[src/rtl/pps_qualifier_pkg.sv]
// Shared types and widths for the PPS qualifier: FSM state encoding and
// counter widths used by the top level.
package pps_qualifier_pkg;

   typedef enum logic [1:0] {
      ST_ACQUIRE  = 2'd0,
      ST_LOCKED   = 2'd1,
      ST_HOLDOVER = 2'd2
   } state_t;

   localparam int BAD_W = 8;
   localparam int RUN_W = 4;

endpackage

[src/rtl/pps_qualifier_pulse_stretcher.sv]
// Stretches a one-cycle start strobe into an output held high for exactly
// PULSE_WIDTH cycles; a start while busy reloads the full width.
module pulse_stretcher #(
   parameter int PULSE_WIDTH = 16
) (
   input  logic i_clk,
   input  logic i_rst,
   input  logic i_start,
   output logic o_pulse
);

   localparam int CW = $clog2(PULSE_WIDTH + 1);

   logic [CW-1:0] r_left;

   always_ff @(posedge i_clk) begin
      if (i_rst) begin
         r_left <= '0;
      end else if (i_start) begin
         r_left <= CW'(PULSE_WIDTH);
      end else if (r_left != '0) begin
         r_left <= r_left - 1'b1;
      end
   end

   assign o_pulse = (r_left != '0);

endmodule

[src/rtl/synchronizer.sv]
// Multi-flop synchronizer for a single asynchronous level into the local clock
// domain; STAGES flops end to end.
module synchronizer #(
   parameter int STAGES = 2
) (
   input  logic i_clk,
   input  logic i_rst,
   input  logic i_d,
   output logic o_q
);

   logic [STAGES-1:0] r_sync;

   always_ff @(posedge i_clk) begin
      if (i_rst) begin
         r_sync <= '0;
      end else begin
         r_sync <= {r_sync[STAGES-2:0], i_d};
      end
   end

   assign o_q = r_sync[STAGES-1];

endmodule

[src/rtl/pps_qualifier.sv]
// Qualifies raw GPS PPS into the MINOR_OUT reference: period measurement, window
// check, lock tracking. Define PPS_QUALIFIER_HOLDOVER_EN to add the HOLDOVER state.
module pps_qualifier
   import pps_qualifier_pkg::*;
#(
   parameter int COUNT_WIDTH    = 32,
   parameter int NOMINAL_PERIOD = 10000000,
   parameter int TOLERANCE      = 1000,
   parameter int LOCK_COUNT     = 4,
   parameter int PULSE_WIDTH    = 16,
   parameter int EXTRA_DEPTH    = 3
) (
   input  logic                   MAJOR_CLOCK,
   input  logic                   RESET,
   input  logic                   PPS_IN,
   output logic                   MINOR_OUT,
   output logic                   LOCKED,
   output logic                   HOLDOVER,
   output logic [COUNT_WIDTH-1:0] PERIOD_LAST,
   output logic                   PERIOD_VALID,
   output logic [BAD_W-1:0]       BAD_COUNT
);

   localparam logic [COUNT_WIDTH-1:0] WIN_LO   = COUNT_WIDTH'(NOMINAL_PERIOD - TOLERANCE);
   localparam logic [COUNT_WIDTH-1:0] WIN_HI   = COUNT_WIDTH'(NOMINAL_PERIOD + TOLERANCE);
   localparam logic [RUN_W-1:0]       RUN_LOCK = RUN_W'(LOCK_COUNT);
`ifdef PPS_QUALIFIER_HOLDOVER_EN
   localparam logic [COUNT_WIDTH-1:0] SYN_PER  = COUNT_WIDTH'(NOMINAL_PERIOD);
`endif

   function automatic logic [COUNT_WIDTH-1:0] sat_inc_cnt(input logic [COUNT_WIDTH-1:0] v);
      return (&v) ? v : v + 1'b1;
   endfunction

   function automatic logic [BAD_W-1:0] sat_inc_bad(input logic [BAD_W-1:0] v);
      return (&v) ? v : v + 1'b1;
   endfunction

   logic                   w_sync;
   logic                   r_sync_d;
   logic                   w_edge;
   logic [COUNT_WIDTH-1:0] r_cnt;
   logic                   r_armed;
   logic [RUN_W-1:0]       r_run;
   state_t                 r_state;
   state_t                 w_state_nxt;
   logic                   w_in_win;
   logic                   w_timeout;
   logic                   w_reload;
   logic                   w_disarm;
   logic                   w_run_inc;
   logic                   w_run_clr;
   logic                   w_period_upd;
   logic                   w_bad;
   logic                   w_start;
`ifdef PPS_QUALIFIER_HOLDOVER_EN
   logic [COUNT_WIDTH-1:0] r_syn_cnt;
   logic                   w_syn_load;
`endif

   synchronizer #(
      .STAGES (2 + EXTRA_DEPTH)
   ) u_sync (
      .i_clk (MAJOR_CLOCK),
      .i_rst (RESET),
      .i_d   (PPS_IN),
      .o_q   (w_sync)
   );

   always_ff @(posedge MAJOR_CLOCK) begin
      if (RESET) begin
         r_sync_d <= 1'b0;
      end else begin
         r_sync_d <= w_sync;
      end
   end

   assign w_edge    = w_sync & ~r_sync_d;
   assign w_in_win  = (r_cnt >= WIN_LO) && (r_cnt <= WIN_HI);
   // An edge landing exactly on the upper window bound is good, so it masks the timeout.
   assign w_timeout = r_armed && (r_cnt == WIN_HI) && !w_edge;

   always_ff @(posedge MAJOR_CLOCK) begin
      if (RESET) begin
         r_state <= ST_ACQUIRE;
      end else begin
         r_state <= w_state_nxt;
      end
   end

   always_comb begin
      w_state_nxt  = r_state;
      w_reload     = 1'b0;
      w_disarm     = 1'b0;
      w_run_inc    = 1'b0;
      w_run_clr    = 1'b0;
      w_period_upd = 1'b0;
      w_bad        = 1'b0;
      w_start      = 1'b0;
`ifdef PPS_QUALIFIER_HOLDOVER_EN
      w_syn_load   = 1'b0;
`endif
      case (r_state)
         ST_ACQUIRE: begin
            if (w_edge) begin
               if (!r_armed) begin
                  w_reload = 1'b1;
               end else if (w_in_win) begin
                  w_reload     = 1'b1;
                  w_period_upd = 1'b1;
                  w_run_inc    = 1'b1;
                  if (r_run + 1'b1 == RUN_LOCK) begin
                     w_state_nxt = ST_LOCKED;
                     w_start     = 1'b1;
                  end
               end else begin
                  w_bad     = 1'b1;
                  w_run_clr = 1'b1;
               end
            end else if (w_timeout) begin
               w_run_clr = 1'b1;
               w_disarm  = 1'b1;
            end
         end
         ST_LOCKED: begin
            if (w_edge) begin
               if (w_in_win) begin
                  w_reload     = 1'b1;
                  w_period_upd = 1'b1;
                  w_start      = 1'b1;
               end else begin
                  w_bad = 1'b1;
               end
            end else if (w_timeout) begin
`ifdef PPS_QUALIFIER_HOLDOVER_EN
               w_state_nxt = ST_HOLDOVER;
               w_start     = 1'b1;
               w_syn_load  = 1'b1;
`else
               w_state_nxt = ST_ACQUIRE;
               w_run_clr   = 1'b1;
               w_disarm    = 1'b1;
`endif
            end
         end
         ST_HOLDOVER: begin
            if (w_edge) begin
               w_state_nxt = ST_ACQUIRE;
               w_reload    = 1'b1;
               w_run_clr   = 1'b1;
`ifdef PPS_QUALIFIER_HOLDOVER_EN
            end else if (r_syn_cnt == SYN_PER) begin
               w_start    = 1'b1;
               w_syn_load = 1'b1;
`endif
            end
         end
         default: begin
            w_state_nxt = ST_ACQUIRE;
         end
      endcase
   end

   always_comb begin
      LOCKED = (r_state == ST_LOCKED);
`ifdef PPS_QUALIFIER_HOLDOVER_EN
      HOLDOVER = (r_state == ST_HOLDOVER);
`else
      HOLDOVER = 1'b0;
`endif
   end

   // Measurement and status registers driven by the decoded FSM actions.
   always_ff @(posedge MAJOR_CLOCK) begin
      if (RESET) begin
         r_cnt        <= '0;
         r_armed      <= 1'b0;
         r_run        <= '0;
         PERIOD_LAST  <= '0;
         PERIOD_VALID <= 1'b0;
         BAD_COUNT    <= '0;
      end else begin
         r_cnt        <= w_reload ? COUNT_WIDTH'(1) : sat_inc_cnt(r_cnt);
         PERIOD_VALID <= w_period_upd;
         if (w_reload) begin
            r_armed <= 1'b1;
         end else if (w_disarm) begin
            r_armed <= 1'b0;
         end
         if (w_run_clr) begin
            r_run <= '0;
         end else if (w_run_inc) begin
            r_run <= r_run + 1'b1;
         end
         if (w_period_upd) begin
            PERIOD_LAST <= r_cnt;
         end
         if (w_bad) begin
            BAD_COUNT <= sat_inc_bad(BAD_COUNT);
         end
      end
   end

`ifdef PPS_QUALIFIER_HOLDOVER_EN
   always_ff @(posedge MAJOR_CLOCK) begin
      if (RESET) begin
         r_syn_cnt <= '0;
      end else if (w_syn_load) begin
         r_syn_cnt <= COUNT_WIDTH'(1);
      end else if (r_state == ST_HOLDOVER) begin
         r_syn_cnt <= sat_inc_cnt(r_syn_cnt);
      end
   end
`endif

   pulse_stretcher #(
      .PULSE_WIDTH (PULSE_WIDTH)
   ) u_stretch (
      .i_clk   (MAJOR_CLOCK),
      .i_rst   (RESET),
      .i_start (w_start),
      .o_pulse (MINOR_OUT)
   );

endmodule

[config.mk]
export PLATFORM = sky130hd
export DESIGN_NAME = pps_qualifier
export DESIGN_NICKNAME = d
export VERILOG_FILES = /design/src/rtl/pps_qualifier_pkg.sv /design/src/rtl/pps_qualifier_pulse_stretcher.sv /design/src/rtl/synchronizer.sv /design/src/rtl/pps_qualifier.sv
export SDC_FILE = /design/constraint.sdc
export NUM_CORES = 1
export LEC_CHECK = 0
export ABC_AREA = 0
export CAP_MARGIN = 20
export CORE_UTILIZATION = 25
export CTS_CLUSTER_SIZE = 28
export DETAILED_ROUTE_END_ITERATION = 8
export PLACE_DENSITY = 0.39
export SLEW_MARGIN = 20
export SYNTH_ARGS = -nofsm -noshare
export SYNTH_HDL_FRONTEND = slang
export SYNTH_SLANG_ARGS = --single-unit
[constraint.sdc]
create_clock -name MAJOR_CLOCK -period 3.5 [get_ports MAJOR_CLOCK]
set_input_delay 0.7 -clock MAJOR_CLOCK [delete_from_list [all_inputs] [get_ports MAJOR_CLOCK]]
set_output_delay 0.7 -clock MAJOR_CLOCK [all_outputs]
set_load 0.1 [all_outputs]
* Word level (Yosys, flattened, before mapping)
Cells that the tools add are included.
** Storage, ports and cells
- Register bits after elaboration :: 91
- Memories :: 0
- Bits in latches :: 0
- Output and inout port bits :: 44
- RAM bits :: 0
- Bits in read-only memories :: 0
** Cells by class
- Muxes and demuxes :: 39
- Divide/modulo/power cells :: 0
- Equal/unequal tests :: 12
- Multiply operators :: 0
- Order comparisons :: 2
- Add/sub/neg operators :: 4
- Reduce and logical (&&, ||, !) cells :: 16
- Shift operators :: 0
- Bitwise gates (word level) :: 3
** Operators with widths (count)
- $add A32 B1 Y32 const B :: 1
- $eq A32 B24 Y1 const B :: 1
- $ge A32 B24 Y1 const B :: 1
- $le A32 B24 Y1 const B :: 1
- $reduce_and A32 Y1 :: 1
- $mux W1 :: 24
- $mux W2 :: 7
- $ne A2 B2 Y1 const B :: 7
- $mux W5 :: 2
- $add A8 B1 Y8 const B :: 1
- $reduce_and A8 Y1 :: 1
- $reduce_or A2 Y1 :: 4
- $reduce_and A7 Y1 :: 1
- $pmux W1 S2 :: 3
- $pmux W1 S3 :: 2
- $pmux W2 S3 :: 1
- $reduce_bool A5 Y1 :: 1
- $sub A5 B1 Y5 const B :: 1
- $add A4 B1 Y4 const B :: 1
- $eq A4 B3 Y1 const B :: 1
- $reduce_bool A2 Y1 :: 2
- $logic_and A1 B1 Y1 :: 3
- $eq A2 B1 Y1 const B :: 1
- $eq A2 B2 Y1 const B :: 1
- 6 further kinds :: 7

* Longest topological paths before layout
Gate-level depths: netlist (run 1).
- Depth in word-level cells :: 9
- Mapped depth :: 10
- Depth with buffers taken out :: 7

* Modules after synthesis
Synthesis (run 1) repeated with hierarchy kept, for this count alone.
** Unflattened totals
- Cell total of the unflattened synthesis :: 455
- Area total of the unflattened synthesis :: 3995.1 um^2
** By module, submodules not included
- pps_qualifier :: cells each 421, instances 1, area an instance 3641.0 um^2
- pulse_stretcher :: cells each 24, instances 1, area an instance 222.7 um^2
- synchronizer :: cells each 10, instances 1, area an instance 131.4 um^2

* Least setup slack after synthesis (run 1)
Ideal clock, no wire load.
- Kind :: flip-flop to flip-flop
- From :: register r_cnt[7]
- To :: register r_cnt[10]
- Cell stages (with the launch flop) :: 10
- Path slack :: 1.108 ns
- Data arrival time :: 2.260 ns
- Path buffers :: 3
- Cell sequence :: dfxtp_1 -> buf_6 -> or4b_1 -> or4_4 -> o22ai_2 -> o2111a_1 -> buf_6 -> o21a_1 -> buf_2 -> nor3_1
** Between the ends
- Cells in the longest elaborated chain, start to end :: 7
- Elaborated cells on any way between the ends :: 11
- Those cells by class :: add/sub (1); order compare (2); mux (5); reduce/logical (3)
** Ends and longest elaborated chain
- start, declared :: line pps_qualifier.sv:42 : logic [COUNT_WIDTH-1:0] r_cnt;
- start signal, assigned :: line pps_qualifier.sv:183 : r_cnt <= w_reload ? COUNT_WIDTH'(1) : sat_inc_cnt(r_cnt);
- $ge A32 B24 Y1 or $le A32 B24 Y1 (tied branches) :: line pps_qualifier.sv:79 : assign w_in_win = (r_cnt >= WIN_LO) && (r_cnt <= WIN_HI);
- $logic_and A1 B1 Y1 :: line pps_qualifier.sv:79
- $mux W1 :: line pps_qualifier.sv:108, pps_qualifier.sv:127
- $mux W1 :: line pps_qualifier.sv:106 : if (!r_armed) begin
- $mux W1 :: line pps_qualifier.sv:105 : if (w_edge) begin
- $pmux W1 S3 :: line pps_qualifier.sv:103 : case (r_state)
- $reduce_or A2 Y1 (no line)
Parallel ways exist; a longest one is shown, timed or not.
A chain may end at the register's enable or synchronous reset.

* Worst setup path after layout (run 1)
- From :: register r_cnt[3]
- To :: register r_cnt[24]
The elaborated chain is that of the path after synthesis.

==> run summary, run 1 <==
Final min period: 2.98 ns
CP required: 3.70 ns
Tot Pwr: 0.00232 W
Ant. Diodes: 0
clk buf depth: 2
layout cells sized above 1: 0.0902
first-pass GRT wire length: 16.6 mm
final setup fails: 0
Die ar.: 16800 um^2
vias: 3338
VDD IR max: 0.000241 V
CP peak stage delay: 0.55 ns
routed vias/inst: 4.60
post-CTS setup buffer count: 0
commonest non-fill, non-tap cell in the layout: dfxtp_1
DRT antenna net count: 0
CTS tree: built
hold_buf cts: 0
Synth Flop Type: dfxtp_1
I/O Buffers: 45
fin crit share: 0.851
Fill cells: 1725
dpl hpwl: 6.63 mm
YS warnings: 0
final wirelength: 9.74 mm
synthesized area: 4070 um^2
pin count of the biggest net entering global routing: 40
arrival time worst endpoint: 3.18 ns
fmax: 0.336 GHz
clock sinks: 90
status: finished clean
fin area: 4990 um^2
GR Overflow Total: 0
CP cell instances: or4b_1 > or4_4 > nor2_1 > o2111a_1 > o21a_1 > buf_4 > nor3_1
H-Tree Depth: 3
Die Y: 130 um
Worst Max-Slew Pin Slew: 0.978 ns
Yosys reg bits: 90
core area: 15900 um^2
Startpoint Class: flip-flop
post-synth cell types: 52
net switching fraction of the power: 0.283
hold_ws: 0.436 ns
sequential cell area: 1800 um^2
sequential share of power: 0.468
routability cong.: 0.769
Slew headroom: 0.346
post-CTS sizing: 0
Setup Skew: 0.00898 ns
Layout Utilization: 0.314
io pins: 47
Min-Delay Path Class: flip-flop to flip-flop
Std-Cell Rows: 46
cts bufs inserted: 9
clock-pin slew on the worst setup and hold paths: 0.07 ns
Placed Area: 4700 um^2
multi-input combinational cell area: 2070 um^2
max-cap violations: 0
cells after synthesis: 465
Die W: 130 um
initial antenna violation count: 0
RSZ-0062 raised after global routing: false
clk root buf: clkbuf_16
Critical-path top delay cell: o2111a_1
P&R area growth vs syn: 22.7%
Syn Area/Cell: 8.74 um^2
vias in the first global route: 3309
crit path max fanout: 31
sequential cell area fraction in the yosys report: 0.443
Iter 0 DRT Violations: 122
commonest cells after routing, fill and taps aside: dfxtp_1, nor3_1, clkdlybuf4s50_1, nand3_1
clock power share: 0.410
fin nets: 514
CP endpoint kind: flip-flop
Clock Latency Late Sink: 0.35 ns
Sw Pwr: 0.000656 W
Pwr Density: 464 nW/um^2
drt wl/cell: 13.4 um
Post-synth EDFFs: 0
Gate power share: 0.122
TNS Setup: 0 ns
total track usage: 0.128
final slew viol count: 0
LEAKAGE: 1.62 nW
asr flop ratio synth: 0
initial core utilization: 0.256
1st-pass router iterations: 4
Power Internal: 0.00166 W
final hold vios: 0
DRC violations left: 0
WS Path Type: flip-flop to flip-flop
post-synth net total: 474
## cells by family after synthesis
family,after synthesis,share of synthesized area
flip-flops,90,0.443
XOR/XNOR,33,0.0711
AO/OA/AOI/OAI,63,0.0905
buffers and inverters,38,0.0498
adder cells (fa/ha/maj),6,0.0185
AND/OR/NAND/NOR,227,0.307
multiplexers,7,0.0188
other,1,0.000922
## synthesized netlist by cell type (all sizes together) (2+ instances only)
library cell,instances,area share
a211oi,3,0.0055
or3,3,0.0046
xor2,6,0.013
nor2b,15,0.023
or4,5,0.010
and4,3,0.0065
o2111ai,2,0.0043
and2,18,0.028
nor3b,4,0.0074
nand2b,6,0.0092
and3,7,0.011
nor4b,3,0.0065
dfxtp,90,0.44
buf,16,0.030
nand3,32,0.039
ha,6,0.018
inv,10,0.0092
o21ai,22,0.027
nand4,10,0.015
mux2,5,0.014
nand4b,2,0.0043
mux2i,2,0.0049
a21oi,28,0.035
nor2,27,0.026
xnor2,27,0.058
nand3b,2,0.0037
clkbuf,12,0.011
nor4,11,0.017
nor3,54,0.066
nand2,20,0.018
## metal layers
layer  global-route usage  routed length [um]  share of wire  vias up
met1                0.166                4960           0.51     1544
met2                0.202                4280           0.44       60
met4               0.0404                 158          0.016        0
li1                     -                   -              -     1722
met5                    0                   0              0        -
met3               0.0396                 349          0.036       12
## path summary, 6_finish.rpt
path	from	end	slack, ns	cells past startpoint
max	r_cnt[3]$_SDFFE_PP0N_	r_cnt[24]$_SDFFE_PP0N_	0.52	7
min	u_sync.r_sync[3]$_SDFF_PP0_	u_sync.r_sync[4]$_SDFF_PP0_	0.44	1
max reg2reg	r_cnt[3]$_SDFFE_PP0N_	r_cnt[24]$_SDFFE_PP0N_	0.52	7
min reg2reg	u_sync.r_sync[3]$_SDFF_PP0_	u_sync.r_sync[4]$_SDFF_PP0_	0.44	1
## per-stage QoR
stage / cells / setup WS (ns)
floorplan: 465 / 1.11
global placement: 710 / 0.493
detailed placement: 710 / 0.473
CTS: 726 / 0.470
global route: 726 / 0.316
finish: 726 / 0.522
## sequential cells by signal, indices dropped and copies added (netlist names)
signal and count:
r_armed 1, PERIOD_VALID 1, u_sync.r_sync 5, r_sync_d 1, BAD_COUNT 8, r_cnt 32, u_stretch.r_left 5, r_run 4
PERIOD_LAST 32, r_state 1
## final cells by class
cell class              count  share of cell area
repair buffers             57               0.105
well taps                 216              0.0541
multi-input cells         337               0.414
inverters                  10             0.00752
clock buffers              10              0.0479
flip-flops and latches     90               0.361
clock inverters             6              0.0103
## power groups by stage
| stage | clock [W] | combinational (W) | sequential (W) |
|---|---|---|---|
| 2_1_floorplan | 0 | 0.000239 | 0.00110 |
| 3_3_place_gp | 0 | 0.000281 | 0.00111 |
| 3_5_place_dp | 0 | 0.000286 | 0.00111 |
| 4_1_cts | 0.000996 | 0.000287 | 0.00108 |
| 5_1_grt | 0.00105 | 0.000309 | 0.00109 |
| 6_report | 0.000949 | 0.000282 | 0.00108 |
## worst max-delay path: cells and delay by family (launching register included)
family	cells	cell delay, ns
buffers and inverters	1	0.33
and+or+nand+nor	4	1.31
AOI/OAI and AO/OA	2	0.72
DFF	1	0.47
(Power assumes the default switching activity.)
==> inputs of run 2 (changes only) <==
--- a/config.mk
+++ b/config.mk
@@ -7,10 +7,10 @@
 export LEC_CHECK = 0
 export ABC_AREA = 0
 export CAP_MARGIN = 20
-export CORE_UTILIZATION = 25
+export CORE_UTILIZATION = 40
 export CTS_CLUSTER_SIZE = 28
 export DETAILED_ROUTE_END_ITERATION = 8
-export PLACE_DENSITY = 0.39
+export PLACE_DENSITY = 0.57
 export SLEW_MARGIN = 20
 export SYNTH_ARGS = -nofsm -noshare
 export SYNTH_HDL_FRONTEND = slang
==> run summary, run 2 (synthesized netlist as in run 1, its figures left out) <==
status: finished clean
post-CTS sizing: 0 (unchanged)
hold_buf cts: 0 (unchanged)
dpl hpwl: 5.92 mm (-11%)
GR Overflow Total: 0 (unchanged)
Min-Delay Path Class: flip-flop to flip-flop
routability cong.: 0.828 (+7.7%)
final wirelength: 8.68 mm (-11%)
clock-pin slew on the worst setup and hold paths: 0.09 ns (+0.02 ns)
clk root buf: clkbuf_8
VDD IR max: 0.000366 V (+52%)
final setup fails: 0 (unchanged)
fin nets: 510 (-0.78%)
core area: 9820 um^2 (-38%)
CP required: 3.70 ns (about the same)
Worst Max-Slew Pin Slew: 0.981 ns (+0.00279 ns)
io pins: 47 (unchanged)
Die Y: 103 um (-21%)
CTS tree: built
pin count of the biggest net entering global routing: 46 (+15%)
clk buf depth: 2 (unchanged)
Pwr Density: 452 nW/um^2 (-2.6%)
post-CTS setup buffer count: 0 (unchanged)
final hold vios: 0 (unchanged)
arrival time worst endpoint: 3.22 ns (+0.04 ns)
RSZ-0062 raised after global routing: false
P&R area growth vs syn: 17.9%
LEAKAGE: 1.58 nW (-2.9%)
initial core utilization: 0.414 (+0.158)
vias: 3355 (+0.51%)
Die ar.: 10600 um^2 (-37%)
clock sinks: 90 (unchanged)
1st-pass router iterations: 5 (+1)
TNS Setup: 0 ns (unchanged)
total track usage: 0.178 (+0.0506)
final instance count without filler cells: 639 (-12%)
crit path max fanout: 31 (unchanged)
I/O Buffers: 45 (unchanged)
Die W: 103 um (-21%)
Setup Skew: 0.00972 ns (+0.000743 ns)
WS Path Type: flip-flop to flip-flop
Iter 0 DRT Violations: 81 (-34%)
first-pass GRT wire length: 14.9 mm (-10%)
Slew headroom: 0.344 (-0.00186)
Largest regs: PERIOD_LAST x32, r_cnt x32, BAD_COUNT x8
Clock Latency Late Sink: 0.35 ns (about the same)
fin crit share: 0.864 (+0.0129)
Std-Cell Rows: 36 (-22%)
DRC violations left: 0 (unchanged)
fmax: 0.331 GHz (-1.5%)
commonest cells after routing, fill and taps aside: dfxtp_1, nor3_1, clkdlybuf4s50_1, nand3_1
Final min period: 3.02 ns (+0.0450 ns)
routed vias/inst: 5.25 (+14%)
cts bufs inserted: 9 (unchanged)
CP endpoint kind: flip-flop
Startpoint Class: flip-flop
drt wl/cell: 13.6 um (+1.2%)
final slew viol count: 0 (unchanged)
layout cells sized above 1: 0.0810 (-0.00917)
max-cap violations: 0 (unchanged)
DRT antenna net count: 0 (unchanged)
H-Tree Depth: 3 (unchanged)
vias in the first global route: 3208 (-3.1%)
Ant. Diodes: 0 (unchanged)
commonest non-fill, non-tap cell in the layout: dfxtp_1
placed cells: 623 (-12%)
initial antenna violation count: 0 (unchanged)
run 2: changes by cell type in the layout (fill, tap and decap cells not counted), sizes merged:
cell / previous run / this run
clkdlybuf4s50: 39 / 40
bufinv: 0 / 2
clkinvlp: 3 / 2
buf: 18 / 13
clkinv: 2 / 1
run 2: path summary, 6_finish.rpt:
| kind | start | to | slack [ns] | depth (start not counted) |
|---|---|---|---|---|
| worst max-delay path | r_cnt[7]$_SDFFE_PP0N_ | r_cnt[19]$_SDFFE_PP0N_ | 0.48 | 7 |
| worst min-delay path | u_sync.r_sync[1]$_SDFF_PP0_ | u_sync.r_sync[2]$_SDFF_PP0_ | 0.45 | 1 |
| worst max register to register | r_cnt[7]$_SDFFE_PP0N_ | r_cnt[19]$_SDFFE_PP0N_ | 0.48 | 7 |
| worst min register to register | u_sync.r_sync[1]$_SDFF_PP0_ | u_sync.r_sync[2]$_SDFF_PP0_ | 0.45 | 1 |
run 2: critical path: stages (launching register included):
cell and delay [ns]:
dfxtp_1 0.40, or4b_1 0.53, or4_4 0.50, nor2_1 0.19, o2111a_1 0.62, o21a_1 0.18, buf_4 0.31, nor3_1 0.12
run 2: per-layer routing:
| metal | up-vias | share of wire | GRT usage |
|---|---|---|---|
| li1 | 1711 | - | - |
| met3 | 11 | 0.033 | 0.0278 |
| met1 | 1571 | 0.49 | 0.235 |
| met2 | 62 | 0.46 | 0.295 |
| met4 | 0 | 0.013 | 0.0661 |
| met5 | - | 0 | 0 |
run 2: stage by stage:
stage	worst slack, ns	utilization	total power (W)	hold WS (ns)	area (um^2)
floorplan	1.11	-	0.00134	0.414	4070
global placement	0.596	0.465	0.00138	0.418	4570
detailed placement	0.470	0.465	0.00140	0.425	4570
CTS	0.464	0.488	0.00220	0.447	4800
global route	0.267	0.488	0.00226	0.471	4800
finish	0.477	0.488	0.00217	0.445	4800
run 2: final cells by class:
cell class              instances  area (um^2)
inverters                      10         37.5
multi-input cells             337         2070
flip-flops and latches         90         1800
clock inverters                 6         88.8
repair buffers                 53          495
well taps                     133          166
fillers                      1006         5020
clock buffers                  10          138
run 2: power breakdown:
| part | internal, W | switching [W] |
|---|---|---|
| clock network | 0.000423 | 0.000368 |
| logic | 0.0000951 | 0.000196 |
| registers | 0.00106 | 0.0000282 |
